[config.mk]
export PLATFORM = sky130hd
export DESIGN_NAME = ringbuf_ro_sched
export DESIGN_NICKNAME = d
export VERILOG_FILES = /design/src/rtl/ringbuf_ro_sched.sv
export SDC_FILE = /design/constraint.sdc
export NUM_CORES = 1
export LEC_CHECK = 0
export CAP_MARGIN = 20
export CORE_MARGIN = 4
export CORE_UTILIZATION = 35
export DETAILED_ROUTE_END_ITERATION = 7
export PLACE_DENSITY = 0.64
export SETUP_SLACK_MARGIN = 0.1
export SYNTH_ARGS = -nofsm -noshare
export SYNTH_HDL_FRONTEND = slang
export SYNTH_SLANG_ARGS = --single-unit
export TNS_END_PERCENT = 5
[constraint.sdc]
create_clock -name sysclk -period 3 [get_ports sysclk]
set_input_delay 0.9 -clock sysclk [delete_from_list [all_inputs] [get_ports sysclk]]
set_output_delay 0.9 -clock sysclk [all_outputs]
set_load 0.01 [all_outputs]
[src/rtl/ringbuf_ro_sched.sv]
// Ring-buffer readout scheduler: freezes write pointer on trigger,
// walks each channel's window and streams words to the SPI link.
module ringbuf_ro_sched #(
  parameter int SIZE = 12,
  parameter int NCH  = 4,
  parameter int CHW  = 2,
  parameter int DW   = 16
) (
  input  logic            sysclk,
  input  logic            rst,
  input  logic            trig_i,
  input  logic [SIZE-1:0] wr_ptr_i,
  input  logic [SIZE-1:0] offset_i,
  input  logic [SIZE-1:0] howmany_i,
  output logic            freeze_o,
  output logic            rd_en_o,
  output logic [SIZE-1:0] rd_addr_o,
  output logic [CHW-1:0]  rd_ch_o,
  input  logic [DW-1:0]   ram_q_i,
  output logic            spi_valid_o,
  input  logic            spi_ready_i,
  output logic [DW-1:0]   spi_word_o,
  output logic            spi_last_o,
  output logic            done_o,
  output logic            trig_drop_o
);

  typedef enum logic [2:0] {
    IDLE, ADDR, CAPT, XFER, FIN
  } state_t;

  localparam logic [CHW-1:0] LAST_CH = CHW'(NCH - 1);

  state_t          state;
  logic [SIZE-1:0] start_q;
  logic [SIZE-1:0] hm_q;
  logic [SIZE-1:0] widx;
  logic [CHW-1:0]  ch;
  logic            last_word;
  logic            last_ch;

  // End-of-window flags for the word currently being handled
  always_comb begin
    last_word = (widx == hm_q - SIZE'(1));
    last_ch   = (ch == LAST_CH);
  end

  // Readout sequencer; every output is a register set on state entry
  always_ff @(posedge sysclk) begin
    if (rst) begin
      state       <= IDLE;
      start_q     <= '0;
      hm_q        <= '0;
      widx        <= '0;
      ch          <= '0;
      freeze_o    <= 1'b0;
      rd_en_o     <= 1'b0;
      rd_addr_o   <= '0;
      rd_ch_o     <= '0;
      spi_valid_o <= 1'b0;
      spi_word_o  <= '0;
      spi_last_o  <= 1'b0;
      done_o      <= 1'b0;
      trig_drop_o <= 1'b0;
    end else begin
      rd_en_o     <= 1'b0;
      rd_addr_o   <= '0;
      done_o      <= 1'b0;
      trig_drop_o <= trig_i && (state != IDLE);
      unique case (state)
        IDLE: begin
          if (trig_i) begin
            start_q  <= wr_ptr_i - offset_i - howmany_i;
            hm_q     <= howmany_i;
            widx     <= '0;
            ch       <= '0;
            freeze_o <= 1'b1;
            if (howmany_i == '0) begin
              state <= FIN;
            end else begin
              state     <= ADDR;
              rd_en_o   <= 1'b1;
              rd_addr_o <= wr_ptr_i - offset_i - howmany_i;
              rd_ch_o   <= '0;
            end
          end
        end
        ADDR: begin
          state <= CAPT;
        end
        CAPT: begin
          spi_word_o  <= ram_q_i;
          spi_valid_o <= 1'b1;
          spi_last_o  <= last_ch && last_word;
          state       <= XFER;
        end
        XFER: begin
          if (spi_ready_i) begin
            spi_valid_o <= 1'b0;
            spi_last_o  <= 1'b0;
            if (!last_word) begin
              widx      <= widx + SIZE'(1);
              rd_en_o   <= 1'b1;
              rd_addr_o <= start_q + widx + SIZE'(1);
              rd_ch_o   <= ch;
              state     <= ADDR;
            end else if (!last_ch) begin
              ch        <= ch + CHW'(1);
              widx      <= '0;
              rd_en_o   <= 1'b1;
              rd_addr_o <= start_q;
              rd_ch_o   <= ch + CHW'(1);
              state     <= ADDR;
            end else begin
              state <= FIN;
            end
          end
        end
        FIN: begin
          done_o   <= 1'b1;
          freeze_o <= 1'b0;
          state    <= IDLE;
        end
        default: state <= IDLE;
      endcase
    end
  end

endmodule
==> results of run 1 <==
[registers in the layout, summed over array words and instances (netlist names), 2 cells and up]
name and flops:
spi_word_o 16, ch 2, state 3, rd_ch_o 2, hm_q 12, rd_addr_o 12, widx 12, start_q 12
[cell usage after synthesis, drive strengths merged (2+ instances only)]
cell	n	area share, %
o22ai	2	0.26
xor2	15	2.7
a221oi	2	0.36
nor3	21	2.2
o2111ai	3	0.54
nor4b	2	0.36
a311oi	4	0.85
nand2	102	7.8
nand4	4	0.51
nand4b	5	0.90
and2	3	0.38
or4b	2	0.41
nor4	9	1.5
a21oi	78	8.0
nor2	29	2.2
xnor2	19	3.4
o21a	3	0.46
a21o	14	2.2
nand3	18	1.8
nand3b	7	1.1
o311ai	2	0.36
dfxtp	77	32
nor2b	4	0.51
o21ai	18	1.8
mux2i	2	0.41
clkbuf	18	1.4
nor3b	4	0.62
a211oi	5	0.77
mux2	2	0.46
nand2b	6	0.77
and3	7	0.90
or3	7	0.90
buf	9	1.2
ha	27	6.9
inv	42	3.2
a22oi	7	1.1
a31oi	5	0.64
fa	12	4.9
or4	7	1.1
[worst max-delay path: stages (launching register included)]
cell and delay (ns):
dfxtp_2 0.34, inv_1 0.06, ha_2 0.17, or3b_4 0.38, or4b_4 0.48, o22ai_2 0.18
nor3_2 0.09, nor4_4 0.36, buf_4 0.18, a21oi_1 0.05, buf_4 0.17, a222oi_1 0.33
nor2_1 0.07
[routing by layer]
layer | up-vias | wire length, um
met3 | 36 | 732
met4 | 0 | 420
met2 | 129 | 7400
met5 | - | 0
li1 | 2485 | -
met1 | 2387 | 6350
[power groups by stage]
stage | Combinational (mW) | Sequential [mW] | Clock [mW]
6_report | 1.17 | 1.15 | 1.20
5_1_grt | 1.28 | 1.16 | 1.27
4_1_cts | 1.13 | 1.15 | 1.23
3_5_place_dp | 1.02 | 1.17 | 0
3_3_place_gp | 0.998 | 1.17 | 0
2_1_floorplan | 0.571 | 1.18 | 0
[metrics by stage]
stage / power [mW] / util (%) / hold WS (ns)
detailed placement: 2.19 / 47.4 / 0.452
floorplan: 1.75 / - / 0.448
finish: 3.52 / 52.1 / 0.459
CTS: 3.51 / 51.6 / 0.460
global placement: 2.17 / 47.4 / 0.444
global route: 3.71 / 52.1 / 0.475
[area by class of cell]
class | count | area share, %
clock buffers | 10 | 3.41
clock inverters | 6 | 1.34
inverters | 42 | 2.28
multi-input cells | 471 | 47.1
flip-flops and latches | 77 | 22.0
well taps | 176 | 3.14
repair buffers | 165 | 20.7
[worst paths after layout]
check,cells after the start,slack [ns],from,to
worst min-delay path,2,0.46,spi_word_o[6],spi_word_o[6]
worst max register to register,12,0.005,hm_q[1],rd_addr_o[7]
worst max-delay path,12,0.005,hm_q[1],rd_addr_o[7]
worst min register to register,2,0.46,spi_word_o[6],spi_word_o[6]
[cells by family (layout without fill, tap and decap cells)]
kind of cell | after synthesis | count (layout) | share of synthesized area (%)
xor gates and xnor gates | 34 | 34 | 6.10
buffers and inverters | 69 | 223 | 5.77
and+or+nand+nor | 240 | 240 | 24.5
muxes | 4 | 4 | 0.872
AOI/OAI and AO/OA | 154 | 154 | 19.3
DFF | 77 | 77 | 31.6
adders and majority gates | 39 | 39 | 11.8
[repair_timing]
| action | CTS | global route |
|---|---|---|
| hold buffers | 0 | 0 |
| endpoints found under the setup margin | 37 | 35 |
| buffers inserted | 11 | 0 |
| pin swaps | 35 | 6 |
| gates resized for setup | 123 | 14 |
==> qor.yml, run 1 <==
outcome:
  run_status: "completed"
yosys:
  synth-edff-count: 0
  ys_seq_elements: 77
  synth_warnings: 0
  postSynthNetCount: 712
  postSynth.asyncResetShare_pct: 0
  synth.yosys.seq_area_share_pct: 31.6
  yosys.cell_types.count: 60
  synth.avg_cell_area_sq_um: 7.91
  ys.flop_type: "dfxtp_1"
  postSynthCellCount: 617
  netlist_area_sq_um: 4880
grt:
  global_route.usage.met2_pct: 32.2
  antenna_found_initial: 0
  gr-usage-met1_pct: 23.4
  grt_first_pass_wirelength_um: 24800
  maximum_number_of_pins_on_one_net_before_global_route_repair: 55
  total_global_route_track_usage_pct: 18.9
  overflow: 0
  busiest_layer: "met2"
  grt_use_met3_pct: 3.85
  first_global_vias: 5094
placed_design:
  port_buffers: 91
  detailedPlacementHpwl_um: 11300
  dp_worst_setup_slack_ns: -0.698
  dpl_cell_area_sq_um: 6380
  post-place-cells: 920
  final_gp_congestion: 0.908
cells_and_area:
  layout.cells.most_common: "nand2_1"
  final-seq-area_sq_um: 1540
  final_cells: 947
  share_of_layout_cells_above_drive_strength_1_pct: 20.5
  antenna-diode-count: 0
  commonest_cells_after_routing_fill_and_taps_aside: "102 x nand2_1, 76 x dfxtp_1, 74 x a21oi_1"
  synthToLayoutAreaGrowth_pct: 43.7
  num-fill-cells: 1314
  footprint_of_the_multi_input_gates_sq_um: 3310
  design_area_sq_um: 7010
  nets: 861
pwr:
  switchingPower_mw: 1.07
  cellLeakagePower_nw: 2.91
  netSwitchingFraction_pct: 30.4
  pwr-share-comb_pct: 33.2
  power.share.sequential_pct: 32.8
  ir_worst_vdd_v: 0.000248
  pwr_density_cell_nw_per_um2: 502
  power.internal_mw: 2.45
  clkPwrFrac_pct: 34.1
drt:
  route.final.wire_length_um: 14900
  drt_pre_antenna_iters: 7
  route.detailed.wl_per_inst_um: 15.7
  route.detailed.drc: 0
  detailroute.via_count: 5037
  via_count_normalized_by_instance_count: 5.32
  detail_route.iter0.violations: 397
  antenna_violating_nets_post_route: 0
cts:
  cts-htree-levels: 3
  cts.sink_count: 77
  clock_tree.buffer_depth: 2
  cts-root-buf: "clkbuf_16"
  tritoncts: "built"
  tritoncts_buffers: 9
  cts.clk_slew.worst_paths_ns: 0.06
  clk_latency_ns: 0.34
setup_path:
  worst_ep_arrival_time_ns: 3.21
  critPathCaptureType: "register"
  worst-endpoint-required_ns: 3.22
  critical_path.startpoint_type: "register"
  crit_type: "register to register"
  critical_path.max_fanout: 5
sta:
  fmaxAchievable_ghz: 0.334
  hold_violations: 0
  final.setup.tns_ns: 0
  finalSetupViolations: 0
  post-route-period-util_pct: 99.8
  setup_ws_ns: 0.00529
  timing.final.max_slew_violations: 0
  timing.final.crit_period_ns: 2.99
  worst_slew_pin_slew_ns: 0.635
  rsz_0062_raised_after_global_routing: "yes"
  relSlewSlack_pct: 57.7
  fin_skew_ns: 0.00527
min_path:
  min-delay-path-class: "register to register"
floorplan:
  floorplan.initialDensity_pct: 36.3
  core_sq_um: 13500
  num_io_pins: 92
  die-height_um: 126
  design.die.area_sq_um: 15900
  horiz_die_dim_um: 126
  placementRows: 42
flow_run:
  cap_viol_max_count: 0
(Power assumes the default switching activity.)
==> run 2: changes to the inputs <==
CORE_ASPECT_RATIO = 0.8   (was not set)
CTS_CLUSTER_DIAMETER = 40   (was not set)
==> run 2 against run 1 <==
Against the previous run: core utilization decreased by 0.14 points; routed wire length increased by 1.2%; combinational power about the same; largest cell class unchanged.
==> qor.yml, run 2 (synthesized netlist as in run 1, its figures left out) <==
setup_path:
  crit_type: "register to register"
  setup.worst_path.start: "hm_q[0]"
  rr_startpoint: "hm_q[0]"
  worst_ep_arrival_time_ns: 3.20  # about the same
  critPathCaptureType: "register"
  critical_path.max_fanout: 5  # unchanged
  critical_path.startpoint_type: "register"
  worst-endpoint-required_ns: 3.26  # +0.04 ns
drt:
  via_count_normalized_by_instance_count: 5.29  # -0.51%
  met1Wirelength_um: 6970  # +9.7%
  detailed_route_wirelength_on_metal2_um: 7120  # -3.7%
  met3_length_um: 756  # +3.3%
  route.detailed.wl_per_inst_um: 15.8  # +0.60%
  route.detailed.drc: 0  # unchanged
  route.final.wire_length_um: 15100  # +1.2%
  drt_pre_antenna_iters: 5  # -2
  top_layer_used: "met4"
  detail_route.iter0.violations: 397  # unchanged
  detailroute.via_count: 5043  # +0.12%
  antenna_violating_nets_post_route: 0  # unchanged
grt:
  maximum_number_of_pins_on_one_net_before_global_route_repair: 43  # -22%
  overflow: 0  # unchanged
  grt_first_pass_wirelength_um: 24000  # -3.1%
  first_global_vias: 4858  # -4.6%
  antenna_found_initial: 0  # unchanged
  total_global_route_track_usage_pct: 18.5  # -0.39 points
sta:
  hold_violations: 0  # unchanged
  worst_slew_pin_slew_ns: 0.679  # +0.0442 ns
  fin_skew_ns: 0.00940  # +0.00414 ns
  final.setup.tns_ns: 0  # unchanged
  rsz_0062_raised_after_global_routing: "yes"
  relSlewSlack_pct: 54.7  # -2.9 points
  finalSetupViolations: 0  # unchanged
  hold_ws_ns: 0.454  # -0.00483 ns
  post-route-period-util_pct: 98.0  # -1.8 points
  fmaxAchievable_ghz: 0.340  # +1.9%
  timing.final.crit_period_ns: 2.94  # -0.0553 ns
  timing.final.max_slew_violations: 0  # unchanged
floorplan:
  horiz_die_dim_um: 140  # +11%
  num_io_pins: 92  # unchanged
  die-height_um: 114  # -9.9%
  floorplan.initialDensity_pct: 35.9  # -0.39 points
  placementRows: 38  # -9.5%
  core_sq_um: 13600  # +1.1%
  design.die.area_sq_um: 15900  # about the same
outcome:
  run_status: "completed"
flow_run:
  cap_viol_max_count: 0  # unchanged
placed_design:
  final_gp_congestion: 0.865  # -4.7%
  detailedPlacementHpwl_um: 11300  # +0.14%
  port_buffers: 91  # unchanged
cells_and_area:
  share_of_layout_cells_above_drive_strength_1_pct: 22.6  # +2.1 points
  commonest_cells_after_routing_fill_and_taps_aside: "102 x nand2_1, 75 x dfxtp_1, 71 x a21oi_1"
  layout.cells.most_common: "nand2_1"
  synthToLayoutAreaGrowth_pct: 44.9
  nets: 863  # +0.23%
  num-fill-cells: 1288  # -2.0%
  register_with_the_most_flip_flops: "spi_word_o"
  largest_reg_flops: 16  # unchanged
  antenna-diode-count: 0  # unchanged
  final_util_pct: 52.0  # -0.14 points
min_path:
  hp-start: "spi_word_o[10]"
  min-delay-path-class: "register to register"
cts:
  clk_latency_ns: 0.34  # about the same
  cts.clk_slew.worst_paths_ns: 0.06  # about the same
  cts.hold.buffers_added: 0  # unchanged
  cts-root-buf: "clkbuf_16"
  tritoncts_buffers: 9  # unchanged
  tritoncts: "built"
  cts-htree-levels: 3  # unchanged
  clock_tree.buffer_depth: 2  # unchanged
  cts.sink_count: 77  # unchanged
pwr:
  cellLeakagePower_nw: 2.90  # -0.24%
  pwr_density_cell_nw_per_um2: 484  # -3.5%
  ir_worst_vdd_v: 0.000322  # +30%
run 2: changes by cell type in the layout (fill, tap and decap cells not counted), sizes merged:
cell      previous run  this run
buf                 91        93
bufinv               2         1
clkinv               2         3
clkinvlp             1         2
inv                 43        42
run 2: metrics by stage:
step,setup WS [ns],instance area [sq um],std cells,power (mW)
global route,-0.0561,7070,953,3.61
floorplan,-0.0568,4880,617,1.75
global placement,-0.676,6390,925,2.14
detailed placement,-0.752,6390,925,2.17
finish,0.0606,7070,953,3.42
CTS,0.0707,6910,953,3.37
run 2: final timing paths:
kind | slack [ns] | end | cells after the start
setup / recovery | 0.06 | rd_addr_o[3] | 12
hold reg to reg | 0.45 | spi_word_o[10] | 2
setup reg to reg | 0.06 | rd_addr_o[3] | 12
hold / removal | 0.45 | spi_word_o[10] | 2
run 2: power by group:
part / internal, mW / leakage [nW] / switching [mW] / total (mW)
Combinational: 0.602 / 2.13 / 0.579 / 1.18
Clock: 0.643 / 0.138 / 0.441 / 1.08
Sequential: 1.10 / 0.628 / 0.0596 / 1.16
run 2: layout make-up:
type                       count  area [sq um]  share of cell area (%)
sequential                    77          1540                    21.8
tap                          180           225                    3.19
clock buffer                  10           229                    3.24
multi-input combinational    471          3380                    47.8
clock inverter                 6          63.8                   0.903
inverter                      42           158                    2.23
timing repair buffer         167          1470                    20.8
run 2: layer usage:
metal / up-vias / GRT usage (%)
met5: - / 0
met4: 0 / 5.62
met3: 20 / 3.14
met2: 144 / 29.9
met1: 2400 / 25.6
li1: 2479 / -
run 2: repair_timing:
item | in CTS | in global routing
resized for setup | 120 | 36
pin swaps | 36 | 25
endpoints found under the setup margin | 37 | 34
buffers inserted | 12 | 0
run 2: critical path, stage by stage, from the launching register on:
cell and delay, ns:
dfxtp_2 0.34, inv_2 0.07, ha_4 0.14, or3b_4 0.38
or4b_4 0.49, o22ai_2 0.16, nor3_2 0.08, nor4_4 0.35
buf_4 0.18, and4b_2 0.31, buf_6 0.14, a22oi_2 0.05
a21oi_1 0.16
==> run 3: changes to the inputs <==
PLACE_DENSITY = 0.62   (was 0.64)
==> run 3 against run 2 <==
Against the previous run: combinational power is essentially flat; core utilization shrank 1.1 points; cell count down 0.31%; die area stayed put; sequential share of layout area up 0.45 points; clock power fell by 4%; clock skew fell by 0.0017 ns; largest power group is now sequential cells.
==> qor.yml, run 3 (synthesized netlist as in run 1, its figures left out) <==
grt:
  total_global_route_track_usage_pct: 18.3  # -0.21 points
  antenna_found_initial: 0  # unchanged
  first_global_vias: 4750  # -2.2%
  grt_first_pass_wirelength_um: 23800  # -1.2%
  maximum_number_of_pins_on_one_net_before_global_route_repair: 54  # +26%
  overflow: 0  # unchanged
setup_path:
  critical_path.max_fanout: 3  # -2
  worst_ep_arrival_time_ns: 3.23  # +0.03 ns
  r2r_slack_ns: 0.05  # about the same
  critical_path.max_stage_delay_ns: 0.53  # +0.04 ns
  critical-path-slowest-cell: "fa_1"
  worstPathCellList: "buf_6 -> fa_1 -> ha_4 -> nor3_2 -> a2111o_1 -> nand3b_1 -> xor2_2 -> a222oi_1 -> buf_4 -> nor2_1"
  critPathCaptureType: "register"
  critical_path.startpoint_type: "primary input"
  worst_path_dominant_cell_family: "compound AO/OA/AOI/OAI gates"
  worstPathBufferInverterCount: 2  # -1
  crit_type: "primary input to register"
  worst-endpoint-required_ns: 3.23  # -0.03 ns
floorplan:
  floorplan.initialDensity_pct: 35.9  # unchanged
  horiz_die_dim_um: 140  # unchanged
  design.die.area_sq_um: 15900  # unchanged
  die-height_um: 114  # unchanged
  placementRows: 38  # unchanged
  core_sq_um: 13600  # unchanged
  num_io_pins: 92  # unchanged
sta:
  post-route-period-util_pct: 99.8  # +1.8 points
  hold_violations: 0  # unchanged
  rsz_0062_raised_after_global_routing: "yes"
  fin_skew_ns: 0.00772  # -0.00168 ns
  timing.final.crit_period_ns: 2.99  # +0.0545 ns
  finalSetupViolations: 0  # unchanged
  worst_slew_pin_slew_ns: 0.625  # -0.0546 ns
  relSlewSlack_pct: 58.3  # +3.6 points
  fmaxAchievable_ghz: 0.334  # -1.8%
  timing.final.max_slew_violations: 0  # unchanged
cells_and_area:
  nets: 860  # -0.35%
  register_with_the_most_flip_flops: "spi_word_o"
  antenna-diode-count: 0  # unchanged
  share_of_layout_cells_above_drive_strength_1_pct: 21.0  # -1.6 points
  final_util_pct: 50.9  # -1.1 points
  commonest_cells_after_routing_fill_and_taps_aside: "102 x nand2_1, 75 x dfxtp_1, 74 x a21oi_1"
  largest_reg_flops: 16  # unchanged
  synthToLayoutAreaGrowth_pct: 41.9
  layout.cells.most_common: "nand2_1"
drt:
  via_count_normalized_by_instance_count: 5.19  # -2.0%
  detailroute.via_count: 4929  # -2.3%
  detail_route.iter0.violations: 379  # -4.5%
  route.final.wire_length_um: 14700  # -2.5%
  route.detailed.wl_per_inst_um: 15.5  # -2.2%
  antenna_violating_nets_post_route: 0  # unchanged
  drt_pre_antenna_iters: 5  # unchanged
  route.detailed.drc: 0  # unchanged
placed_design:
  port_buffers: 91  # unchanged
  final_gp_congestion: 0.905  # +4.6%
  detailedPlacementHpwl_um: 11000  # -2.1%
cts:
  clk_latency_ns: 0.34  # about the same
  cts-root-buf: "clkbuf_16"
  cts.hold.buffers_added: 0  # unchanged
  clock_tree.buffer_depth: 2  # unchanged
  tritoncts: "built"
  tritoncts_buffers: 9  # unchanged
  cts.sink_count: 77  # unchanged
  cts.clk_slew.worst_paths_ns: 0.06  # about the same
  cts-htree-levels: 3  # unchanged
outcome:
  run_status: "completed"
flow_run:
  cap_viol_max_count: 0  # unchanged
pwr:
  power_mw: 3.35  # -2.2%
  ir_worst_vdd_v: 0.000269  # -16%
  pwr_density_cell_nw_per_um2: 483  # -0.18%
  cellLeakagePower_nw: 2.86  # -1.2%
min_path:
  min-delay-path-class: "register to register"
-- run 3: stage by stage --
step | hold WS, ns | TNS, ns | instances | worst slack (ns) | instance area [sq um]
2_1_floorplan | 0.448 | -0.0730 | 617 | -0.0568 | 4880
3_3_place_gp | 0.443 | -8.78 | 925 | -0.718 | 6390
3_5_place_dp | 0.449 | -9.81 | 925 | -0.790 | 6390
4_1_cts | 0.459 | 0 | 949 | 0.0525 | 6850
5_1_grt | 0.473 | -0.347 | 950 | -0.115 | 6920
6_report | 0.457 | 0 | 950 | 0.00612 | 6920
-- run 3: worst register-to-register path, cell delays in order, from the launching register on --
cell and delay, ns:
dfxtp_2 0.34, or4_4 0.60, o31a_1 0.32, or3_1 0.34
a21oi_1 0.13, a41o_1 0.19, buf_4 0.17, a21oi_2 0.08
a222oi_1 0.45, buf_4 0.18, nor2_1 0.04
-- run 3: final cells by class --
cell class,instances,area [sq um]
Tap cell,180,225
Clock inverter,7,57.6
Multi-Input combinational cell,471,3290
Clock buffer,9,225
Inverter,42,160
Timing Repair Buffer,164,1420
Sequential cell,77,1540
Fill cell,1325,6670
-- run 3: worst paths after layout --
check / endpoint / cells past startpoint / start
worst max register to register: rd_addr_o[7] / 10 / hm_q[0]
worst min-delay path: spi_word_o[7] / 2 / spi_word_o[7]
worst max-delay path: rd_addr_o[7] / 10 / wr_ptr_i[2]
worst min register to register: spi_word_o[7] / 2 / spi_word_o[7]
-- run 3: report_power, final --
group          switching (mW)  internal (mW)
clock network           0.470          0.570
logic                   0.566          0.584
registers              0.0584           1.10
-- run 3: timing repair --
action	4_1_cts	5_1_grt
resized for setup	124	16
setup endpoints to repair	37	35
buffers inserted	8	1
hold endpoints to repair	0	0
pin swaps	35	16
-- run 3: per-layer routing --
| layer | part of all wire (%) | vias to the layer above | GRT usage, % |
|---|---|---|---|
| met5 | 0 | - | 0 |
| met2 | 46 | 120 | 29.4 |
| met4 | 1.6 | 0 | 4.71 |
| met3 | 4.8 | 19 | 3.14 |
| li1 | - | 2469 | - |
| met1 | 48 | 2321 | 25.8 |
